===== src/rtl/csc_frame_ctrl.sv =====
`default_nettype none
// ============================================================================
// Module   : csc_frame_ctrl
// Brief    : Frame/line sequencer for the colour-space converter: pixel/line
//            coordinates, ROI gating and frame markers aligned to its output.
// Revision : 1.0 - initial release
// ============================================================================
module csc_frame_ctrl #(
    parameter int XW  = 12,
    parameter int YW  = 12,
    parameter int LAT = 4
) (
    input  logic          clk,
    input  logic          rst,
    input  logic          in_hsync,
    input  logic          in_vsync,
    input  logic          in_en,
    input  logic [XW-1:0] cfg_x0,
    input  logic [XW-1:0] cfg_x1,
    input  logic [YW-1:0] cfg_y0,
    input  logic [YW-1:0] cfg_y1,
    input  logic          cfg_valid,
    output logic          cfg_ack,
    output logic [XW-1:0] out_x,
    output logic [YW-1:0] out_y,
    output logic          out_en,
    output logic          out_roi,
    output logic          out_frame_start,
    output logic          line_err,
    output logic [15:0]   frame_cnt,
    output logic          busy
);

    localparam int CW = 2 * XW + 2 * YW;
    localparam int DW = XW + YW + 3;
    localparam logic [CW-1:0] CFG_FULL = {{XW{1'b0}}, {XW{1'b1}}, {YW{1'b0}}, {YW{1'b1}}};

    typedef enum logic [0:0] {
        WAIT_FRAME = 1'b0,
        FRAME      = 1'b1
    } state_t;

    state_t          state_q, state_d;
    logic            vs_prev_q, en_prev_q;
    logic [XW-1:0]   x_q, x_d;
    logic [YW-1:0]   y_q, y_d;
    logic [XW-1:0]   ref_len_q, ref_len_d;
    logic            ref_valid_q, ref_valid_d;
    logic            line_err_q, line_err_d;
    logic [15:0]     frame_cnt_q, frame_cnt_d;
    logic            cfg_ack_q, cfg_ack_d;
    logic            pending_q, pending_d;
    logic [CW-1:0]   stg_q, stg_d;
    logic [CW-1:0]   act_q, act_d;
    logic [DW-1:0]   dl_q [LAT];
    logic [DW-1:0]   dl_d [LAT];

    logic            w_vs_rise;
    logic            w_en_fall;
    logic            w_pix;
    logic [CW-1:0]   w_act_nxt;
    logic [XW-1:0]   w_tag_x;
    logic [YW-1:0]   w_tag_y;
    logic            w_roi;
    logic            unused_hsync;

    assign unused_hsync = in_hsync;

    assign w_vs_rise = in_vsync & ~vs_prev_q;
    assign w_en_fall = en_prev_q & ~in_en;
    assign w_pix     = in_en & (w_vs_rise | (state_q == FRAME));

    // A pixel coincident with the frame restart is the first pixel of the new frame
    assign w_act_nxt = (w_vs_rise && pending_q) ? stg_q : act_q;
    assign w_tag_x   = (w_pix && !w_vs_rise) ? x_q : '0;
    assign w_tag_y   = (w_pix && !w_vs_rise) ? y_q : '0;
    assign w_roi     = w_pix
                     & (w_act_nxt[CW-1 -: XW]    <= w_tag_x)
                     & (w_tag_x <= w_act_nxt[CW-XW-1 -: XW])
                     & (w_act_nxt[2*YW-1 -: YW]  <= w_tag_y)
                     & (w_tag_y <= w_act_nxt[YW-1:0]);

    always_comb begin
        state_d     = state_q;
        x_d         = x_q;
        y_d         = y_q;
        ref_len_d   = ref_len_q;
        ref_valid_d = ref_valid_q;
        line_err_d  = line_err_q;
        frame_cnt_d = frame_cnt_q;
        cfg_ack_d   = 1'b0;
        pending_d   = pending_q;
        stg_d       = stg_q;
        act_d       = w_act_nxt;

        if (w_vs_rise) begin
            state_d     = FRAME;
            x_d         = '0;
            y_d         = '0;
            ref_valid_d = 1'b0;
            line_err_d  = 1'b0;
            frame_cnt_d = frame_cnt_q + 16'd1;
            if (pending_q) begin
                cfg_ack_d = 1'b1;
                pending_d = 1'b0;
            end
        end else if ((state_q == FRAME) && w_en_fall) begin
            if (!ref_valid_q) begin
                ref_len_d   = x_q;
                ref_valid_d = 1'b1;
            end else if (x_q != ref_len_q) begin
                line_err_d = 1'b1;
            end
            if (y_q != '1) begin
                y_d = y_q + YW'(1);
            end
            x_d = '0;
        end

        // Staged after any apply above so a same-cycle capture waits a frame
        if (cfg_valid) begin
            stg_d     = {cfg_x0, cfg_x1, cfg_y0, cfg_y1};
            pending_d = 1'b1;
        end

        if (w_pix && (x_d != '1)) begin
            x_d = x_d + XW'(1);
        end
    end

    always_comb begin
        dl_d[0] = {w_tag_x, w_tag_y, w_pix, w_roi, w_vs_rise};
        for (int i = 1; i < LAT; i++) begin
            dl_d[i] = dl_q[i-1];
        end
    end

    always_ff @(posedge clk or posedge rst) begin
        if (rst) begin
            state_q     <= WAIT_FRAME;
            vs_prev_q   <= 1'b0;
            en_prev_q   <= 1'b0;
            x_q         <= '0;
            y_q         <= '0;
            ref_len_q   <= '0;
            ref_valid_q <= 1'b0;
            line_err_q  <= 1'b0;
            frame_cnt_q <= '0;
            cfg_ack_q   <= 1'b0;
            pending_q   <= 1'b0;
            stg_q       <= '0;
            act_q       <= CFG_FULL;
            for (int i = 0; i < LAT; i++) begin
                dl_q[i] <= '0;
            end
        end else begin
            state_q     <= state_d;
            vs_prev_q   <= in_vsync;
            en_prev_q   <= in_en;
            x_q         <= x_d;
            y_q         <= y_d;
            ref_len_q   <= ref_len_d;
            ref_valid_q <= ref_valid_d;
            line_err_q  <= line_err_d;
            frame_cnt_q <= frame_cnt_d;
            cfg_ack_q   <= cfg_ack_d;
            pending_q   <= pending_d;
            stg_q       <= stg_d;
            act_q       <= act_d;
            for (int i = 0; i < LAT; i++) begin
                dl_q[i] <= dl_d[i];
            end
        end
    end

    assign out_x           = dl_q[LAT-1][DW-1 -: XW];
    assign out_y           = dl_q[LAT-1][YW+2 -: YW];
    assign out_en          = dl_q[LAT-1][2];
    assign out_roi         = dl_q[LAT-1][1];
    assign out_frame_start = dl_q[LAT-1][0];
    assign cfg_ack         = cfg_ack_q;
    assign line_err        = line_err_q;
    assign frame_cnt       = frame_cnt_q;
    assign busy            = (state_q == FRAME);

endmodule
`default_nettype wire


===== config.mk =====
export PLATFORM = sky130hd
export DESIGN_NAME = csc_frame_ctrl
export DESIGN_NICKNAME = d
export VERILOG_FILES = /design/src/rtl/csc_frame_ctrl.sv
export SDC_FILE = /design/constraint.sdc
export NUM_CORES = 1
export LEC_CHECK = 0
export CAP_MARGIN = 20
export CORE_AREA = 10 10 132 165
export DETAILED_ROUTE_END_ITERATION = 8
export DIE_AREA = 0 0 142 175
export HOLD_SLACK_MARGIN = 0.15
export PLACE_DENSITY = 0.78
export SLEW_MARGIN = 15
export SYNTH_ARGS = -nofsm -noshare
export SYNTH_HDL_FRONTEND = slang
export SYNTH_SLANG_ARGS = --single-unit

===== constraint.sdc =====
create_clock -name clk -period 11.65 [get_ports clk]
set_input_delay 2.33 -clock clk [delete_from_list [all_inputs] [get_ports clk]]
set_output_delay 2.33 -clock clk [all_outputs]
set_load 0.01 [all_outputs]

# Word-level counts from Yosys, hierarchy flattened
# Cells that the tools add are included.
# word_totals
mem_count	0
word_cells	71
input_bits	54
latch_bits	0
regBits	263
output_inout_bits	46
mem_bits_ro	0
mem_bits_rw	0
# classes
n_reduce_logical	13
muxes	19
n_shift	0
n_bitwise	12
eq_ne	3
div_mod_pow	0
n_mul	0
n_addsub	3
order_cmp	4
# op_table
operator	n
$mux W12	8
$le A12 B12 Y1	4
$mux W48	1
$add A12 B1 Y12 const B	2
$ne A12 B12 Y1 const B	2
$add A16 B1 Y16 const B	1
$ne A12 B12 Y1	1
$mux W1	10
$reduce_bool A2 Y1	5
$and A1 B1 Y1	7
$reduce_and A3 Y1	2
$logic_and A1 B1 Y1	4
$not A1 Y1	4
$reduce_and A2 Y1	1
$logic_not A1 Y1	1
$or A1 B1 Y1	1

# Logic depth before layout (Yosys ltp)
# Gate-level depths: netlist of run 1.
# depth
depth_word	11
ltp_mapped	14
mapped_depth_nobuf	13

# Least setup slack after synthesis of run 1
# OpenSTA, ideal clock, no wires.
# synth_path
kind	input to register
from	input in_vsync
to	register dl_q, in the netlist dl_d[55]
path_stages	11
setup_slack_ns	6.703
setup_ns	0.096
t_required_ns	11.554
path_buffers	2
arrival_ns	4.852
cell_sequence	nand3b_2 -> clkbuf_1 -> buf_1 -> mux2_2 -> ha_1 -> nor2b_1 -> o211ai_1 -> a21oi_1 -> a2111oi_4 -> a21oi_1 -> nor4_2
# synth_lines
item	line	source
from (decl)	16	input logic in_vsync,
to (signal, indexed assignment)	171	dl_q[i] <= dl_d[i];
to (decl)	55	logic [DW-1:0] dl_q [LAT];

==> summary.md, run 1 <==
| Metric | Value |
|---|---|
| Status | `finished, final reports clean` |
| Post-route ant nets | `0` |
| Worst r2r src | `vs_prev_q` |
| RSZ-0062 raised after global routing | `no` |
| Gate count after technology mapping | `772` |
| Hold_buf cts | `0` |
| Synth Warn # | `0` |
| Ant. Diodes | `0` |
| R2R Setup Slk | `8.22 ns` |
| Worst min-delay path category | `flop to flop` |
| Cell Area, Synth | `10400 sq um` |
| Final hold violation count | `0` |
| Final Cycle Share | `0.457` |
| Synthesis-to-layout area growth | `21.5%` |
| Storage cell area | `6610 sq um` |
| Placer Congestion | `0.859` |
| Worst EP arrival | `5.76 ns` |
| Share of cells above drive strength 1 | `0.197` |
| Wire length per cell | `17.6 um` |
| Fmax achieved | `188 MHz` |
| Pin count of the biggest net entering global routing | `135` |
| Final wirelength | `19900 um` |
| Worst VDD drop | `130 uV` |
| Synth Register Bits | `263` |
| 1st-iter DRT viols | `297` |
| Syn Nets | `875` |
| Critical Path RT | `12.08 ns` |
| Most frequent cells in the layout | `239 x dfrtp_1, 97 x clkdlybuf4s50_1, 86 x mux2_2` |
| Worst Hold Path EP | `out_x[4]` |
| Design area | `12600 sq um` |
| CTS root buffer | `clkbuf_16` |
| DRC Markers | `0` |
| Die area | `24900 sq um` |
| Pwr Density | `181 nW/um^2` |
| Nets | `987` |
| Detailed placement HPWL | `13700 um` |
| Pre-antenna DRT Iters | `4` |
| Hold depth | `0` |
| Asr flop ratio synth | `1.00` |
| CP Capture Type | `flop` |
| Worst Max-Slew Pin Slew | `0.910 ns` |
| Predominant post-synthesis flop cell | `dfrtp_1` |
| Die X | `142 um` |
| Global route overflow | `0` |
| Vias in the first global route | `6506` |
| Min Tclk post-route | `5.33 ns` |
| IO buf count | `98` |
| Area of the multi-input gates | `3500 sq um` |
| Initial antenna violation count | `0` |
| EDFF count, synth | `0` |
| Row Count | `56` |
| Cell Area, Placed | `11600 sq um` |
| Worst reg2reg endpoint | `dl_d[55]` |
| CTS H-tree depth | `1` |
| Reg2Reg Depth | `14` |
| Post-CTS setup buffers | `0` |
| Vias/cell | `5.38` |
| Number of fillers in the final layout | `1302` |
| CTS max path bufs | `3` |
| # clock sinks | `263` |
| Final Slew Violations | `0` |
| Synth cell types | `52` |
| Critical path class | `primary input to flop` |
| CTS tree | `done` |
| Crit-path max cell delay | `0.52 ns` |
| Leak | `6.21 nW` |
| First-pass GRT wire length | `33400 um` |
| Fin Clk Skew | `0.0117 ns` |
| Setup_tns | `0 ns` |
| Worst Setup Start Kind | `primary input` |
| CP max-delay cell | `clkdlybuf4s50_1` |
| Commonest non-fill, non-tap cell in the layout | `dfrtp_1` |
| Sequential fraction of the synthesis area | `0.635` |
| Die height | `175 um` |
| CTS clock-pin slew for the worst setup and hold paths | `0.07 ns` |
| Worst rel slew slack | `0.393` |
| Core Box Area | `18500 sq um` |
| Crit path cell chain | `clkdlybuf4s50_1 > nand2b_1 > inv_2 > o21ai_0 > buf_4 > nor2_1 > buf_4 > nand2_1 > ha_1 > nor2b_1 > o211ai_1 > a21oi_1 > a2111oi_4 > a21oi_1 > nor4_2` |
| I/O pins | `100` |
| Final Setup Violations | `0` |
| Initial Util | `0.563` |
| Avg Cell Area, Syn | `13.5 sq um` |
| Cts bufs inserted | `26` |
| CTS resizes | `0` |
| Crit path max fanout | `32` |
| Worst hold start | `dl_d[19]` |
| Max-Cap Viols | `0` |
| Skew-Pair Late Insertion Delay | `0.52 ns` |
| Vias | `6115` |
| GRT Util Overall | `0.162` |
-- layout make-up --
class / count / share of cell area
clock buffer: 32 / 0.0589
clock inverter: 16 / 0.0198
inverter: 55 / 0.0169
multi-input combinational: 432 / 0.277
sequential: 263 / 0.523
tap: 232 / 0.0230
timing repair buffer: 106 / 0.0819
-- critical path: cells and delay by family --
family	cells	cell delay, ns
compound gates	5	0.93
fa+ha+maj	1	0.33
buf+inv	4	1.43
simple gates	5	0.73
-- sequential cells by signal, summed over array words and instances (netlist names) --
name / flops
dl_d: 81
act_q: 48
stg_q: 48
frame_cnt: 16
out_x: 12
out_y: 12
ref_len_q: 12
x_q: 12
y_q: 12
busy: 1
cfg_ack: 1
en_prev_q: 1
line_err: 1
out_en: 1
out_frame_start: 1
out_roi: 1
pending_q: 1
ref_valid_q: 1
vs_prev_q: 1
-- how the worst max path moves through the flow --
stage / depth (start not counted) / startpoint / slack, ns / end
5_1_grt: 14 / in_vsync / 5.93 / dl_d[55]
2_1_floorplan: 1 / rst / 2.12 / act_q[12]
3_5_place_dp: 15 / in_vsync / 5.75 / dl_d[55]
4_1_cts: 15 / in_vsync / 6.29 / dl_d[55]
3_3_place_gp: 15 / in_vsync / 5.82 / dl_d[55]
6_report: 15 / in_vsync / 6.32 / dl_d[55]
-- Yosys cell counts (4+ instances only) --
cell | n | area (sq um)
nand3_1 | 16 | 80.1
nand2_1 | 53 | 199
mux2_2 | 86 | 968
nor4_1 | 8 | 50.1
xor2_1 | 25 | 219
a21oi_1 | 23 | 115
buf_1 | 7 | 26.3
nor3_1 | 7 | 35.0
and3_1 | 6 | 37.5
buf_2 | 5 | 25.0
dfstp_2 | 24 | 631
mux2i_1 | 23 | 230
nand4_1 | 18 | 113
nor2_1 | 31 | 116
xnor2_1 | 20 | 175
or3_1 | 6 | 37.5
inv_1 | 53 | 199
a21o_1 | 8 | 60.1
dfrtp_1 | 239 | 5980
ha_1 | 49 | 613
clkbuf_1 | 9 | 33.8
and4_1 | 4 | 35.0
o21ai_0 | 11 | 55.1
nor2b_1 | 4 | 25.0
-- metrics by stage --
stage | cells | power [mW] | hold WS, ns | setup WS [ns] | utilization
global placement | 1088 | 1.35 | 0.332 | 5.82 | 0.630
detailed placement | 1088 | 1.36 | 0.335 | 5.75 | 0.630
global route | 1136 | 2.39 | 0.349 | 5.93 | 0.683
CTS | 1136 | 2.31 | 0.345 | 6.29 | 0.683
floorplan | 772 | 1.25 | 0.331 | 2.12 | -
finish | 1136 | 2.29 | 0.343 | 6.32 | 0.683
-- kinds of logic after synthesis --
family / synth area share
flip-flops: 0.635
AND/OR/NAND/NOR: 0.0830
multiplexers: 0.117
buffers and inverters: 0.0287
AO/OA/AOI/OAI: 0.0396
adder cells (fa/ha/maj): 0.0589
XOR/XNOR: 0.0379
-- metal layers --
metal | part of all wire | wire length [um] | track usage
met1 | 0.42 | 8430 | 0.211
met2 | 0.51 | 10200 | 0.273
met3 | 0.049 | 983 | 0.0282
met4 | 0.019 | 371 | 0.0439
met5 | 0 | 0 | 0
-- power by group --
group | internal (mW) | switching [mW]
logic | 0.142 | 0.148
registers | 1.01 | 0.0462
clock network | 0.589 | 0.350
Note: power is estimated with default switching activity, not from simulation.
==> inputs of run 2 (changes only) <==
==> constraint.sdc (replaced) <==
create_clock -name clk -period 5.2 [get_ports clk]
set_input_delay 1.04 -clock clk [delete_from_list [all_inputs] [get_ports clk]]
set_output_delay 1.04 -clock clk [all_outputs]
set_load 0.01 [all_outputs]
==> run 2 against run 1 <==
Effect of this change:
- global-route usage fell by 0.31 points
- critical endpoint unchanged
- non-clock buffer count rose by 5
- total power rose by 120%
- sequential share of layout area rose by 0.11 points
- clock power rose by 110%
- count of clock-buffer cells in the layout did not move
==> summary.md, run 2 (synthesis gave the netlist of run 1 again) <==
| Metric | Value |
|---|---|
| Most frequent cells in the layout | `239 x dfrtp_1, 97 x clkdlybuf4s50_1, 86 x mux2_2` |
| I/O pins | `100 (unchanged)` |
| Fin Clk Skew | `0.0111 ns (-0.000644 ns)` |
| Wire length per cell | `17.2 um (-1.8%)` |
| RSZ-0062 raised after global routing | `no` |
| Die area | `24900 sq um (unchanged)` |
| Setup_tns | `0 ns (unchanged)` |
| CTS tree | `done` |
| # clock sinks | `263 (unchanged)` |
| Row Count | `56 (unchanged)` |
| Worst min-delay path category | `flop to flop` |
| Ant. Diodes | `0 (unchanged)` |
| Vias in the first global route | `6560 (+0.83%)` |
| Vias | `6075 (-0.65%)` |
| Worst Setup Start Kind | `primary input` |
| Crit path cell chain | `clkdlybuf4s50_1 > nand2b_1 > inv_2 > o21ai_0 > nor2_1 > buf_4 > nand2_1 > ha_1 > and4_1 > nand4_1 > a21oi_1 > a2111oi_4 > a21oi_1 > nor4_2` |
| 1st-iter DRT viols | `322 (+8.4%)` |
| Final Setup Violations | `0 (unchanged)` |
| Initial antenna violation count | `0 (unchanged)` |
| Cts bufs inserted | `25 (-3.8%)` |
| Max reg flops | `81 (unchanged)` |
| Die X | `142 um (unchanged)` |
| CTS max path bufs | `3 (unchanged)` |
| IO buf count | `98 (unchanged)` |
| Sw frac | `0.236 (-0.00186)` |
| Min Tclk post-route | `3.81 ns` |
| Core Box Area | `18500 sq um (unchanged)` |
| Worst rel slew slack | `0.518 (+0.125)` |
| CTS clock-pin slew for the worst setup and hold paths | `0.07 ns (about the same)` |
| R2R Setup Slk | `2.05 ns (-6.17 ns)` |
| GRT Util Overall | `0.159 (-0.00310)` |
| Skew-Pair Late Insertion Delay | `0.50 ns (-0.02 ns)` |
| Die height | `175 um (unchanged)` |
| Final Slew Violations | `0 (unchanged)` |
| Worst Max-Slew Pin Slew | `0.717 ns (-0.194 ns)` |
| Placer Congestion | `0.862 (+0.33%)` |
| Pre-antenna DRT Iters | `4 (unchanged)` |
| CTS root buffer | `clkbuf_16` |
| Critical Path RT | `5.60 ns (-6.48 ns)` |
| Max-Cap Viols | `0 (unchanged)` |
| Hold_buf cts | `0 (unchanged)` |
| CP Capture Type | `flop` |
| Vias/cell | `5.34 (-0.83%)` |
| Leak | `6.20 nW (-0.15%)` |
| First-pass GRT wire length | `32900 um (-1.8%)` |
| Comb power frac | `0.131 (+0.004)` |
| CP max-delay cell | `o21ai_0` |
| Power share of the clock group | `0.390 (-0.021)` |
| Post-route ant nets | `0 (unchanged)` |
| Design area | `12600 sq um (-0.22%)` |
| Synthesis-to-layout area growth | `21.2%` |
| NetSw | `1.17 mW (+110%)` |
| Seq pwr share | `0.479 (+0.017)` |
| Final hold violation count | `0 (unchanged)` |
| Worst VDD drop | `280 uV (+120%)` |
| Share of cells above drive strength 1 | `0.195 (-0.00154)` |
| Nets | `991 (+0.41%)` |
| Internal Power | `3.78 mW (+120%)` |
| Commonest non-fill, non-tap cell in the layout | `dfrtp_1` |
| Pwr Density | `392 nW/um^2 (+120%)` |
| Final Cycle Share | `0.733` |
| Post-CTS setup buffers | `0 (unchanged)` |
| Crit-path max cell delay | `0.55 ns (+0.03 ns)` |
| Crit path max fanout | `11 (-66%)` |
| Pin count of the biggest net entering global routing | `91 (-33%)` |
| Initial Util | `0.563 (unchanged)` |
| CTS resizes | `0 (unchanged)` |
| Final wirelength | `19600 um (-1.6%)` |
| Cell Area, Placed | `11700 sq um (+0.44%)` |
| Worst EP arrival | `4.22 ns (-1.54 ns)` |
| Critical path class | `primary input to flop` |
| DRC Markers | `0 (unchanged)` |
| Critical path's most frequent cell | `a21oi_1` |
| Fmax achieved | `262 MHz` |
| Detailed placement HPWL | `13900 um (+1.4%)` |
| Status | `finished, final reports clean` |
| CTS H-tree depth | `1 (unchanged)` |
| Global route overflow | `0 (unchanged)` |
==> run 2: cell types whose count changed in the layout (fill, tap and decap cells not counted) <==
cell,previous run,this run
clkbuf_1,0,3
bufinv_16,6,5
buf_12,0,3
clkbuf_8,5,4
clkinvlp_4,4,2
inv_8,2,0
buf_4,8,10
clkinv_4,0,2
clkbuf_16,27,25
==> run 2: worst max-delay path: cells and delay by family <==
kind	cells	cell delay, ns
AO/OA/AOI/OAI	4	1.17
adder cells (fa/ha/maj)	1	0.24
buffers and inverters	3	0.71
AND/OR/NAND/NOR	6	1.04
==> run 2: power by group through the flow <==
stage	combinational, mW	clock [mW]	sequential (mW)
3_5_place_dp	0.649	0	2.41
3_3_place_gp	0.626	0	2.39
6_report	0.648	1.93	2.37
2_1_floorplan	0.423	0	2.38
4_1_cts	0.657	1.97	2.37
5_1_grt	0.733	2.06	2.39
==> run 2: cell type report <==
cell class | count | area [sq um]
clock buffers | 32 | 692
clock inverters | 13 | 204
fillers | 1303 | 5880
inverters | 55 | 210
multi-input cells | 432 | 3500
flip-flops and latches | 263 | 6610
well taps | 232 | 290
repair buffers | 111 | 1110
==> run 2: worst paths after layout <==
kind,start,to,cells past startpoint
max,in_vsync,dl_d[55],14
min,dl_d[48],dl_d[21],0
max reg2reg,vs_prev_q,dl_d[55],13
min reg2reg,dl_d[48],dl_d[21],0
max in group asynchronous,rst,act_q[5],4
min in group asynchronous,rst,dl_d[23],2
==> run 2: metrics by stage <==
stage | setup WS (ns) | power, mW | util | hold WS, ns | instances
after floorplan | 0.710 | 2.81 | - | 0.331 | 772
after global routing | 1.15 | 5.18 | 0.682 | 0.350 | 1138
after global placement | 0.944 | 3.02 | 0.632 | 0.331 | 1092
final | 1.39 | 4.95 | 0.682 | 0.341 | 1138
after detailed placement | 0.878 | 3.05 | 0.632 | 0.335 | 1092
after CTS | 1.36 | 5.00 | 0.681 | 0.346 | 1137
==> run 2: layer usage <==
layer  routed length [um]  track usage  share of wire
met2                 9720        0.267           0.50
met1                 8680        0.206           0.44
met5                    0            0              0
met4                  364       0.0435          0.019
met3                  864       0.0296          0.044
